<file path="config.mk">
export PLATFORM = sky130hd
export DESIGN_NAME = logic_unit_pipe
export DESIGN_NICKNAME = d
export VERILOG_FILES = /design/src/rtl/logic_unit_pipe.sv
export SDC_FILE = /design/constraint.sdc
export NUM_CORES = 1
export LEC_CHECK = 0
export ABC_AREA = 1
export ABC_CLOCK_PERIOD_IN_PS = 2090
export BUFFER_PORTS_ARGS = -buffer_cell sky130_fd_sc_hd__buf_2
export CAP_MARGIN = 15
export CORE_AREA = 2 2 75 77
export CTS_BUF_LIST = sky130_fd_sc_hd__clkbuf_4
export CTS_CLUSTER_SIZE = 28
export DETAILED_ROUTE_END_ITERATION = 7
export DIE_AREA = 0 0 77 79
export GPL_TIMING_DRIVEN = 0
export PLACE_DENSITY = 0.82
export SYNTH_ARGS = -nofsm -noshare
export SYNTH_HDL_FRONTEND = slang
export SYNTH_SLANG_ARGS = --single-unit
</file>
<file path="constraint.sdc">
create_clock -name clk -period 2.09 [get_ports clk]
set_clock_uncertainty 0.1 [all_clocks]
set_input_delay 0.3135 -clock clk [delete_from_list [all_inputs] [get_ports clk]]
set_output_delay 0.3135 -clock clk [all_outputs]
set_load 0.005 [all_outputs]
</file>
<file path="src/rtl/logic_unit_pipe.sv">
// Two-stage valid/ready pipeline applying one of eight bitwise ops to WIDTH-bit operands.
// Optional S2 parity output is built when LU_PARITY_EN is defined.
module logic_unit_pipe #(
  parameter int unsigned WIDTH = 8,
  parameter int unsigned CNT_W = 16
) (
  input  logic             clk,
  input  logic             rst,
  input  logic             in_valid,
  output logic             in_ready,
  input  logic [WIDTH-1:0] in_a,
  input  logic [WIDTH-1:0] in_b,
  input  logic [2:0]       in_op,
  output logic             out_valid,
  input  logic             out_ready,
  output logic [WIDTH-1:0] out_y,
  output logic             out_zero,
  output logic [CNT_W-1:0] out_cnt
`ifdef LU_PARITY_EN
  ,
  output logic             out_par
`endif
);

  logic             s1_v_q, s1_v_d;
  logic [WIDTH-1:0] s1_a_q, s1_a_d;
  logic [WIDTH-1:0] s1_b_q, s1_b_d;
  logic [2:0]       s1_op_q, s1_op_d;

  logic             s2_v_q, s2_v_d;
  logic [WIDTH-1:0] s2_y_q, s2_y_d;
  logic             s2_zero_q, s2_zero_d;
  logic [CNT_W-1:0] cnt_q, cnt_d;

  logic             s1_ready, s2_ready;
  logic             in_fire, s2_load, out_fire;
  logic [WIDTH-1:0] f_y;

  // Ready chain is purely combinational back from out_ready.
  assign s2_ready = ~s2_v_q | out_ready;
  assign s1_ready = ~s1_v_q | s2_ready;
  assign in_ready = s1_ready;

  assign in_fire  = in_valid & s1_ready;
  assign s2_load  = s1_v_q & s2_ready;
  assign out_fire = s2_v_q & out_ready;

  always_comb begin
    f_y = '0;
    unique case (s1_op_q)
      3'd0: f_y = s1_a_q & s1_b_q;
      3'd1: f_y = s1_a_q | s1_b_q;
      3'd2: f_y = ~s1_a_q;
      3'd3: f_y = ~(s1_a_q | s1_b_q);
      3'd4: f_y = s1_a_q ^ s1_b_q;
      3'd5: f_y = ~(s1_a_q ^ s1_b_q);
      3'd6: f_y = ~(s1_a_q & s1_b_q);
      3'd7: f_y = s1_b_q;
      default: f_y = '0;
    endcase
  end

  always_comb begin
    s1_v_d  = s1_v_q;
    s1_a_d  = s1_a_q;
    s1_b_d  = s1_b_q;
    s1_op_d = s1_op_q;
    if (in_fire) begin
      s1_v_d  = 1'b1;
      s1_a_d  = in_a;
      s1_b_d  = in_b;
      s1_op_d = in_op;
    end else if (s2_load) begin
      s1_v_d = 1'b0;
    end
  end

  always_comb begin
    s2_v_d    = s2_v_q;
    s2_y_d    = s2_y_q;
    s2_zero_d = s2_zero_q;
    if (s2_load) begin
      s2_v_d    = 1'b1;
      s2_y_d    = f_y;
      s2_zero_d = ~|f_y;
    end else if (out_fire) begin
      s2_v_d = 1'b0;
    end
  end

  always_comb begin
    cnt_d = cnt_q;
    if (out_fire && (cnt_q != {CNT_W{1'b1}})) begin
      cnt_d = cnt_q + CNT_W'(1);
    end
  end

  always_ff @(posedge clk) begin
    if (rst) begin
      s1_v_q    <= 1'b0;
      s1_a_q    <= '0;
      s1_b_q    <= '0;
      s1_op_q   <= '0;
      s2_v_q    <= 1'b0;
      s2_y_q    <= '0;
      s2_zero_q <= 1'b1;
      cnt_q     <= '0;
    end else begin
      s1_v_q    <= s1_v_d;
      s1_a_q    <= s1_a_d;
      s1_b_q    <= s1_b_d;
      s1_op_q   <= s1_op_d;
      s2_v_q    <= s2_v_d;
      s2_y_q    <= s2_y_d;
      s2_zero_q <= s2_zero_d;
      cnt_q     <= cnt_d;
    end
  end

`ifdef LU_PARITY_EN
  logic s2_par_q;

  always_ff @(posedge clk) begin
    if (rst) begin
      s2_par_q <= 1'b0;
    end else if (s2_load) begin
      s2_par_q <= ^f_y;
    end
  end

  assign out_par = s2_par_q;
`endif

  assign out_valid = s2_v_q;
  assign out_y     = s2_y_q;
  assign out_zero  = s2_zero_q;
  assign out_cnt   = cnt_q;

endmodule

</file>
# After elaboration in Yosys (flattened, before gate mapping)
# Cells that the tools add are included.
# totals
ff_bits	46
wordCells	42
# classes
add_sub_neg	1
eq_ne	8
n_mux	5
bitwise	14
reduce_logical	6
# op_table
cell	n
8-bit one-hot mux with 8 select lines	1
8-bit inverter	4
16-bit by 1-bit adder with 16-bit output, second input constant	1
16-bit != test, second input constant	1
3-bit equality test, second input constant	4
8-bit bitwise AND	1
8-bit bitwise OR	1
8-bit OR reduction	1
8-bit XOR	1
3-bit by 2-bit equality test with 1-bit output, second input constant	2
1-bit 2-to-1 mux	4
2-bit nonzero test	2
1-bit bitwise AND	3
3-bit by 1-bit equality test with 1-bit output, second input constant	1
3-bit logical NOT	1
1-bit inverter	2
1-bit bitwise OR	2
1-bit logical AND	1
1-bit logical NOT	1

# Longest topological paths before layout
# depth
word_depth	5
depth_mapped	12

# Worst setup path after synthesis
# No wires, ideal clock.
# synth_timing
path_type	register to register
from	register cnt_q[0], in the netlist out_cnt[0]
to	register cnt_q[0], in the netlist out_cnt[0]
setup_ns	0.123
t_arrival_ns	1.477
t_required_ns	1.867
path_slack_ns	0.389
stages_incl_launch_ff	12
path_buffers	1
period_less_slack_ns	1.701
path_cell_list	dfxtp_1 > ha_1 > inv_1 > nor2_2 > inv_1 > nor2_2 > nand3_2 > nand2_4 > inv_2 > buf_6 > o21ai_0 > a21oi_1
# synth_via
elab_chain_len	2
# synth_rtl
item	line	text
from (decl)	33	logic [CNT_W-1:0] cnt_q, cnt_d;
from (signal assigned)	116	cnt_q <= cnt_d;
branches (longest 2 deep; another with 16-bit by 1-bit adder with 16-bit output)	n/a	
# Several ways; the timed one is not identified.
# A chain may end at the register's enable or synchronous reset.

# Worst setup path after layout
# layout_timing
from	register s1_op_q[2]
to	register s2_zero_q, in the netlist out_zero
# layout_via
elab_chain_len	4
# layout_rtl
item	line	text
from (decl)	28	logic [2:0] s1_op_q, s1_op_d;
from (signal assigned)	112	s1_op_q <= s1_op_d;
3-bit equality test, or another cell as far along	50	unique case (s1_op_q)
8-bit one-hot mux with 8 select lines (*)	50	
8-bit OR reduction (*)	85	s2_zero_d = ~|f_y;
1-bit logical NOT (*)	85	
to (signal assigned)	115	s2_zero_q <= s2_zero_d;
to (decl)	32	logic s2_zero_q, s2_zero_d;
# Every way passes the cells marked *; elsewhere a longest branch is shown, timed or not.

==> results by group <==
Clock network
  – H-tree depth: 2
  – Clock buffer depth: 2
  – TritonCTS Sinks: 46
  – TritonCTS Buffers: 5
  – Clock insertion delay at the later pin of the skew report: 370 ps
  – Clock-pin slew on the worst setup and hold paths: 130 ps
  – CTS tree: done
  – Root buf cell: clkbuf_4

Finish
  – Post-Layout Inst Area: 3177 um^2
  – Layout overhead on the synthesized area: 13.81%
  – Final #Nets: 510
  – Share of layout cells above drive strength 1: 0.1614
  – Commonest non-fill, non-tap cell in the layout: nand2_1
  – Antenna diode count: 0
  – Commonest non-fill, non-tap cells in the layout: nand2_1, inv_1, buf_2

Setup path
  – Crit path launch type: flip-flop
  – Crit path DAT: 2130 ps
  – Crit path kind: reg -> reg
  – Cells on worst reg2reg path: 9
  – CP Capture Type: flip-flop
  – Crit path required time: 2310 ps
  – Crit-path max FO: 8

Min path
  – Worst hold path cell count: 3
  – Min-Delay Path Class: in -> reg

STA
  – Minimum clock period: 1911 ps
  – Slew @ Worst Pin: 552.8 ps
  – Final setup viols: 0
  – Hold Fails Final Rpt: 0
  – Max frequency: 523.2 MHz
  – Unrepaired setup endpoints after global routing: no
  – Final Cycle Share: 0.9144
  – Setup TNS Final: 0 ps
  – Final worst slack: 178.8 ps
  – Max Transition Viols Final: 0
  – Slew margin rel.: 0.6314

GRT
  – Largest net degree at the start of global routing: 14
  – GRT Overall Usage: 0.2423
  – Global-route wire length before repair: 12090 um
  – Grt ovf: 0
  – Vias in the first global route: 2768
  – Initial antenna violation count: 0

Logic synthesis
  – Yosys warns: 0
  – Syn_nets: 455
  – Syn_area_per_cell: 6.726 um^2
  – Mapped Area: 2791 um^2
  – Register area share after synthesis: 0.3299
  – Seq cells post-synth: 46
  – Synth Instances: 415
  – Number of synthesized flops with an enable pin: 0
  – Main flop type after synthesis: dfxtp_1
  – Cell variety after synth: 29
  – Async set-reset flop share out of synthesis: 0

Place
  – IO buf count: 48
  – Routability congestion estimate: 0.9053
  – HPWL after DPL: 5395 um
  – DP Worst Slack: 218.1 ps
  – Post-placement cell area: 3122 um^2

Drt
  – Routed len/inst: 13.17 um
  – DRC viols: 0
  – WL final: 7149 um
  – Met3 wire len: 415 um
  – Initial drt markers: 98
  – Drt pass-1 iters: 4
  – Post-DRT Antenna Nets: 0
  – Vias: 2918
  – Metal-1 WL: 2965 um
  – Vias per cell: 5.374
  – Uppermost routed layer: met4
  – Met2 wire length: 3663 um

Pwr
  – Worst IR drop on VDD: 0.2614 mV
  – Leakage: 1.491 nW
  – PD cells: 557.0 nW/um^2

Floorplanning
  – Row count: 27
  – Core area: 5338 um^2
  – Die extent in x: 77 um
  – Die extent in y: 79 um
  – Initial Util: 0.5230
  – I/O Pins: 50
  – Die ar.: 6083 um^2

Flow run
  – Max Cap Viol: 0

Run status
  – Run status: completed
## synth_stat cells, drive strengths merged (4+ instances only)
| library cell | instances | area share |
|---|---|---|
| nand4 | 14 | 0.031 |
| buf | 11 | 0.031 |
| a21oi | 38 | 0.068 |
| ha | 17 | 0.076 |
| inv | 54 | 0.073 |
| xnor2 | 4 | 0.013 |
| nand3 | 31 | 0.057 |
| o21ai | 47 | 0.084 |
| nor3 | 8 | 0.014 |
| clkbuf | 7 | 0.0094 |
| dfxtp | 46 | 0.33 |
| nor2 | 40 | 0.061 |
| nand2 | 84 | 0.12 |
| nand3b | 5 | 0.013 |
## routing by layer
| metal | up-vias | global-route usage |
|---|---|---|
| met2 | 99 | 0.4588 |
| met5 | - | 0 |
| met4 | 0 | 0.09464 |
| met3 | 15 | 0.03977 |
| li1 | 1469 | - |
| met1 | 1335 | 0.2711 |
## metrics by stage
step,utilization,power [mW],hold slack (ps),std cells
after floorplan,-,1.230,363.8,415
after global placement,0.5849,1.339,361.9,535
after detailed placement,0.5849,1.351,365.9,535
after CTS,0.5949,1.777,107.4,543
after global routing,0.5952,1.869,122.0,543
final,0.5952,1.769,115.3,543
## layout make-up
type / count / area (um^2)
clock inverter: 2 / 8.758
timing repair buffer: 48 / 240.2
clock buffer: 6 / 45.04
sequential: 46 / 922.1
buffer: 18 / 112.6
tap: 72 / 90.09
multi-input combinational: 297 / 1555
inverter: 54 / 202.7
fill: 545 / 2161
## where the power goes
part | internal [mW] | leakage, nW | total [mW] | switching [mW]
Clock | 0.140 | 0.0331 | 0.430 | 0.290
Combinational | 0.140 | 1.08 | 0.384 | 0.244
Sequential | 0.922 | 0.378 | 0.955 | 0.0337
## registers in the layout, indices dropped and copies added, names as in the netlist
register / cells
s1_op_q: 3
s1_b_q: 8
s1_v_q: 1
out_zero: 1
s1_a_q: 8
out_valid: 1
out_cnt: 16
out_y: 8
## path summary, 6_finish.rpt
check             startpoint    endpoint  slack [ps]
hold reg to reg   out_cnt[0]  out_cnt[0]         370
setup reg to reg  s1_op_q[2]    out_zero         180
setup / recovery  s1_op_q[2]    out_zero         180
hold / removal       in_b[6]   s1_b_q[6]         120
## worst max-delay path, cell delays in order (launching register included)
cell	delay [ps]
dfxtp_1	400
nor2_4	220
nand2_1	210
inv_1	300
nand2_1	90
nand2_1	150
nand2_1	70
nor2_1	150
nand3_1	100
nand2_1	70
## repair_timing
item / in CTS / in global routing
buffers inserted: 0 / 0
endpoints found under the setup margin: 0 / 1
gates resized for setup: 0 / 1
hold buffers: 0 / 0
## cells by family (layout without fill, tap and decap cells)
logic type / after synthesis / after routing / synth area share
AOI/OAI and AO/OA: 88 / 88 / 0.1591
xor gates and xnor gates: 6 / 6 / 0.01883
adders and majority gates: 17 / 17 / 0.07620
buffers and inverters: 72 / 128 / 0.1129
DFF: 46 / 46 / 0.3299
and+or+nand+nor: 186 / 186 / 0.3030
Note: power is estimated with default switching activity, not from simulation.
